**src/rtl/l2_infer.sv**
```systemverilog
// Two-channel trace-based spiking classifier: decaying input traces feed four
// weighted-sum neurons evaluated one per clock, and the strongest neuron over threshold fires.
module l2_infer #(
   parameter int                 p_width      = 9,
   parameter logic [p_width-1:0] p_ts_max     = {p_width{1'b1}},
   parameter int                 p_decay_step = 1,
   parameter int                 p_spike_clks = 2
) (
   input  logic                         i_clk,
   input  logic                         i_rst_n,
   input  logic [2:1]                   i_event,
   input  logic [4*(2*p_width)-1:0]     i_weights,
   input  logic [4*(2*p_width+1)-1:0]   i_thresholds,
   output logic [4:1]                   o_spikeout,
   output logic [2*p_width-1:0]         o_ts,
   output logic [4*(2*p_width+1)-1:0]   o_lv
);

   localparam int lw = 2*p_width + 1;
   localparam int hw = $clog2(p_spike_clks + 1);
   localparam logic [p_width-1:0] decay_c  = p_width'(p_decay_step);
   localparam logic [hw-1:0]      hold_max = hw'(p_spike_clks);

   localparam logic [1:0] st_idle   = 2'd0;
   localparam logic [1:0] st_calc   = 2'd1;
   localparam logic [1:0] st_decide = 2'd2;
   localparam logic [1:0] st_fire   = 2'd3;

   genvar gi;

   logic [1:0]            state_reg;
   logic [1:0]            idx_reg;
   logic                  pending_reg;
   logic [hw-1:0]         hold_reg;
   logic [3:0]            spike_reg;
   logic [2*p_width-1:0]  ts_reg;
   logic [lw-1:0]         lv_reg [0:3];

   logic [p_width-1:0]    trace_next [1:2];
   logic [p_width-1:0]    w1_arr [0:3];
   logic [p_width-1:0]    w2_arr [0:3];
   logic [lw-1:0]         thr_arr [0:3];
   logic [3:0]            cand;

   // Traces keep running regardless of FSM state so the snapshot always sees fresh values.
   for (gi = 1; gi <= 2; gi++) begin : g_trace
      logic [p_width-1:0] trace_reg;
      assign trace_next[gi] = i_event[gi]          ? p_ts_max :
                              (trace_reg > decay_c) ? trace_reg - decay_c : '0;
      always_ff @(posedge i_clk or negedge i_rst_n) begin
         if (!i_rst_n) trace_reg <= '0;
         else          trace_reg <= trace_next[gi];
      end
   end

   for (gi = 0; gi < 4; gi++) begin : g_neuron
      assign w1_arr[gi]  = i_weights[gi*2*p_width +: p_width];
      assign w2_arr[gi]  = i_weights[gi*2*p_width + p_width +: p_width];
      assign thr_arr[gi] = i_thresholds[gi*lw +: lw];
      assign cand[gi]    = lv_reg[gi] >= thr_arr[gi];
      assign o_lv[gi*lw +: lw] = lv_reg[gi];
   end

   // Zero-extended operands keep the full product; the extra sum bit absorbs the carry.
   logic [2*p_width-1:0] prod1, prod2;
   logic [lw-1:0]        mac;
   assign prod1 = {{p_width{1'b0}}, w1_arr[idx_reg]} * {{p_width{1'b0}}, ts_reg[p_width-1:0]};
   assign prod2 = {{p_width{1'b0}}, w2_arr[idx_reg]} * {{p_width{1'b0}}, ts_reg[2*p_width-1:p_width]};
   assign mac   = {1'b0, prod1} + {1'b0, prod2};

   logic          win_found;
   logic [1:0]    win_idx;
   logic [lw-1:0] win_lv;
   logic [3:0]    win_onehot;

   // Strict greater-than keeps the lowest index on ties.
   always_comb begin
      win_found = 1'b0;
      win_idx   = 2'd0;
      win_lv    = '0;
      for (int n = 0; n < 4; n++) begin
         if (cand[n] && (!win_found || lv_reg[n] > win_lv)) begin
            win_found = 1'b1;
            win_idx   = 2'(n);
            win_lv    = lv_reg[n];
         end
      end
   end
   assign win_onehot = 4'b0001 << win_idx;

   always_ff @(posedge i_clk or negedge i_rst_n) begin
      if (!i_rst_n) begin
         state_reg   <= st_idle;
         idx_reg     <= 2'd0;
         pending_reg <= 1'b0;
         hold_reg    <= '0;
         spike_reg   <= 4'd0;
         ts_reg      <= '0;
         for (int n = 0; n < 4; n++) lv_reg[n] <= '0;
      end else begin
         if (state_reg != st_idle && |i_event) pending_reg <= 1'b1;
         case (state_reg)
            st_idle: begin
               if (|i_event || pending_reg) begin
                  state_reg   <= st_calc;
                  idx_reg     <= 2'd0;
                  pending_reg <= 1'b0;
                  ts_reg      <= {trace_next[2], trace_next[1]};
               end
            end
            st_calc: begin
               lv_reg[idx_reg] <= mac;
               idx_reg         <= idx_reg + 2'd1;
               if (idx_reg == 2'd3) state_reg <= st_decide;
            end
            st_decide: begin
               if (win_found) begin
                  spike_reg <= win_onehot;
                  hold_reg  <= hw'(1);
                  state_reg <= st_fire;
               end else begin
                  state_reg <= st_idle;
               end
            end
            default: begin
               if (hold_reg >= hold_max) begin
                  spike_reg <= 4'd0;
                  hold_reg  <= '0;
                  state_reg <= st_idle;
               end else begin
                  hold_reg  <= hold_reg + hw'(1);
               end
            end
         endcase
      end
   end

   assign o_spikeout = spike_reg;
   assign o_ts       = ts_reg;

endmodule
```
**config.mk**
```make
export PLATFORM = sky130hd
export DESIGN_NAME = l2_infer
export DESIGN_NICKNAME = d
export VERILOG_FILES = /design/src/rtl/l2_infer.sv
export SDC_FILE = /design/constraint.sdc
export NUM_CORES = 1
export LEC_CHECK = 0
export CAP_MARGIN = 40
export CORE_ASPECT_RATIO = 0.7
export CORE_MARGIN = 1
export CORE_UTILIZATION = 55
export DETAILED_ROUTE_END_ITERATION = 8
export PLACE_DENSITY = 0.8
export SKIP_LAST_GASP = 1
export SLEW_MARGIN = 20
export SYNTH_ARGS = -nofsm -noshare
export SYNTH_HDL_FRONTEND = slang
export SYNTH_SLANG_ARGS = --single-unit
export TNS_END_PERCENT = 1
```
**constraint.sdc**
```tcl
create_clock -name i_clk -period 9.35 [get_ports i_clk]
set_clock_uncertainty 0.2 [all_clocks]
set_input_delay 2.3375 -clock i_clk [delete_from_list [all_inputs] [get_ports i_clk]]
set_output_delay 2.3375 -clock i_clk [all_outputs]
set_load 0.01 [all_outputs]
```
==> flow_summary.json <==
{
  "status": "finished, violations left",
  "violations": "DRC, setup timing",
  "reg2reg_slack_ps": 1240,
  "vias": 12900,
  "synth_commonest_cells": "inv_1, ha_1, nand2_1",
  "place.detailed.hpwl_microns": 33300,
  "htreeDepth": 4,
  "timing.final.crit_share_pct": 102,
  "crit_path_start_kind": "input pin",
  "hold_viol_final": 0,
  "synth_area_leader_cell": "dfrtp_1",
  "firstDrtPassIters": 9,
  "hold_depth": 1,
  "dieHeight_microns": 136,
  "clockBufferDepth": 2,
  "tritoncts": "done",
  "r2r-start": "o_lv[17]$_DFFE_PN0P_",
  "synth_seq_cells": 123,
  "worstRegToRegCells": 37,
  "synth-edff-count": 0,
  "chipWidth_microns": 194,
  "antenna_found_initial": 1,
  "viasPerCell": 5.99,
  "routed_wl_microns": 45900,
  "ios": 250,
  "hold_path_end": "hold_reg[0]$_DFFE_PN0P_",
  "cts-buffers-inserted": 17,
  "worst_path_max_delay_cell": "or3_4",
  "grt_max_degree": 60,
  "crit_type": "in2reg",
  "finalSetupTns_ps": -417,
  "maxSlewViolCount": 0,
  "worstPathRequired_ps": 9460,
  "crit_top_cell": "buf_4",
  "synthDistinctLibCells": 59,
  "worstPathArrival_ps": 9600,
  "nets": 2303,
  "worst_pin_slew_ps": 1000,
  "yosys_most_used_dff": "dfrtp_1",
  "synth_area_sq_um": 14200,
  "crit_path_end_kind": "register",
  "fmax_mhz": 105,
  "setup_ws_ps": -143,
  "min_from": "hold_reg[0]$_DFFE_PN0P_",
  "crit_path_max_incr_delay_ps": 370,
  "drive_above_1_share_pct": 16.8,
  "portBuffers": 249,
  "synth_area_leaders": "dfrtp_1, ha_1, fa_1, inv_1, nand2_1",
  "ys_warn_count": 0,
  "drc": 1,
  "ctsHoldBuffers": 0,
  "synth-async-reset-ratio_pct": 100,
  "first_global_vias": 12700,
  "worstPathMaxFanout": 8,
  "yosysMostFrequentCell": "inv_1",
  "row_count": 48,
  "drv_cap": 0,
  "r2r-end": "o_spikeout[4]$_DFFE_PN0P_",
  "dieArea_sq_um": 26400,
  "ant_nets": 0,
  "grt_overflow_total": 0,
  "cts_sinks": 123,
  "synth-seq-area-share_pct": 21.7,
  "cts-root-buf": "clkbuf_16",
  "synth.top_cell.area_share_pct": 21.7,
  "slew_headroom_pct": 32.2,
  "wl_per_cell_microns": 21.4,
  "start_util_pct": 56.7,
  "fin_crit_ps": 9490,
  "grt_pass1_wl_microns": 67500,
  "core-area_sq_um": 25000,
  "area_delta_synth_final_pct": 35.1,
  "syn_nets": 2005,
  "drt_iter0_markers": 1213,
  "gp_congestion": 0.902,
  "hold_class": "reg2reg",
  "antennaDiodeCount": 0,
  "clk_latency_ps": 430,
  "largest_reg_flops": 76,
  "synth_area_per_cell_sq_um": 9.37,
  "syn_inst": 1511,
  "finalSetupViolCount": 4,
  "track_usage_pct": 33.1,
  "path_clk_slew_ps": 60,
  "rsz0062_at_grt": "true"
}
-- metrics by stage --
stage          hold slack [ps]  cell area [sq um]  std cells  utilization [%]  setup slack, ps
2_1_floorplan              274              14200       1511                -            -6.06
3_3_place_gp               297              17300       2085             69.1             -940
3_5_place_dp               309              17400       2091             69.5            -1380
4_1_cts                    316              18400       2133             73.5             7.32
5_1_grt                    340              19100       2145             76.6             -346
6_report                   316              19100       2145             76.6             -143
-- what timing repair did --
| action | 4_1_cts | 5_1_grt |
|---|---|---|
| pin swaps | 34 | 73 |
| setup buffers | 8 | 10 |
| setup endpoints to repair | 4 | 4 |
| gates resized for setup | 55 | 151 |
| gates cloned | 4 | 0 |
-- cell families (layout without fill, tap and decap cells) --
| family | Yosys count | after routing | share of synthesized area [%] |
|---|---|---|---|
| mux | 73 | 73 | 7.22 |
| fa+ha+maj | 342 | 342 | 36.9 |
| buf+inv | 285 | 593 | 7.58 |
| xor+xnor | 23 | 23 | 1.42 |
| compound gates | 262 | 263 | 11.8 |
| simple gates | 403 | 403 | 13.3 |
| flops | 123 | 123 | 21.7 |
-- how the worst max path moves through the flow --
stage                           from                         to
detailed placement  i_thresholds[17]  o_spikeout[4]$_DFFE_PN0P_
global placement    i_thresholds[17]  o_spikeout[4]$_DFFE_PN0P_
finish              i_thresholds[17]  o_spikeout[4]$_DFFE_PN0P_
CTS                 i_thresholds[16]  o_spikeout[2]$_DFFE_PN0P_
floorplan           i_thresholds[17]  o_spikeout[3]$_DFFE_PN0P_
global route        i_thresholds[15]  o_spikeout[4]$_DFFE_PN0P_
-- placed cells by master, fill, tap and decap left out, types with 44 or more instances in the layout --
cell type	synthesis	routed
o21ai_0	91	83
inv_1	238	223
ha_1	215	174
buf_4	0	57
clkdlybuf4s50_1	0	230
dfrtp_1	123	123
nand2_1	209	196
and2_1	62	62
fa_1	127	127
mux2_2	53	44
-- routing by layer --
metal	global-route usage, %	wire (microns)
met5	0	18
met4	7.94	1130
met3	5.68	4710
met2	51.9	21100
met1	48.0	18900
-- layout make-up --
class	instances	area, sq um
Clock buffer	23	478
Clock inverter	7	115
Fill cell	1575	5840
Inverter	238	896
Multi-Input combinational cell	1104	11000
Sequential cell	123	3080
Tap cell	325	407
Timing Repair Buffer	325	3210
-- critical path, delay by kind of cell --
| kind | cells | cell delay, ps |
|---|---|---|
| AND/OR/NAND/NOR | 8 | 1420 |
| adder cells (fa/ha/maj) | 4 | 1180 |
| buffers and inverters | 12 | 1670 |
| multiplexers | 1 | 300 |
| AO/OA/AOI/OAI | 14 | 2710 |
Power is not shown: default switching activity piles up to over one toggle a cycle in this logic, so the estimate is an artifact.
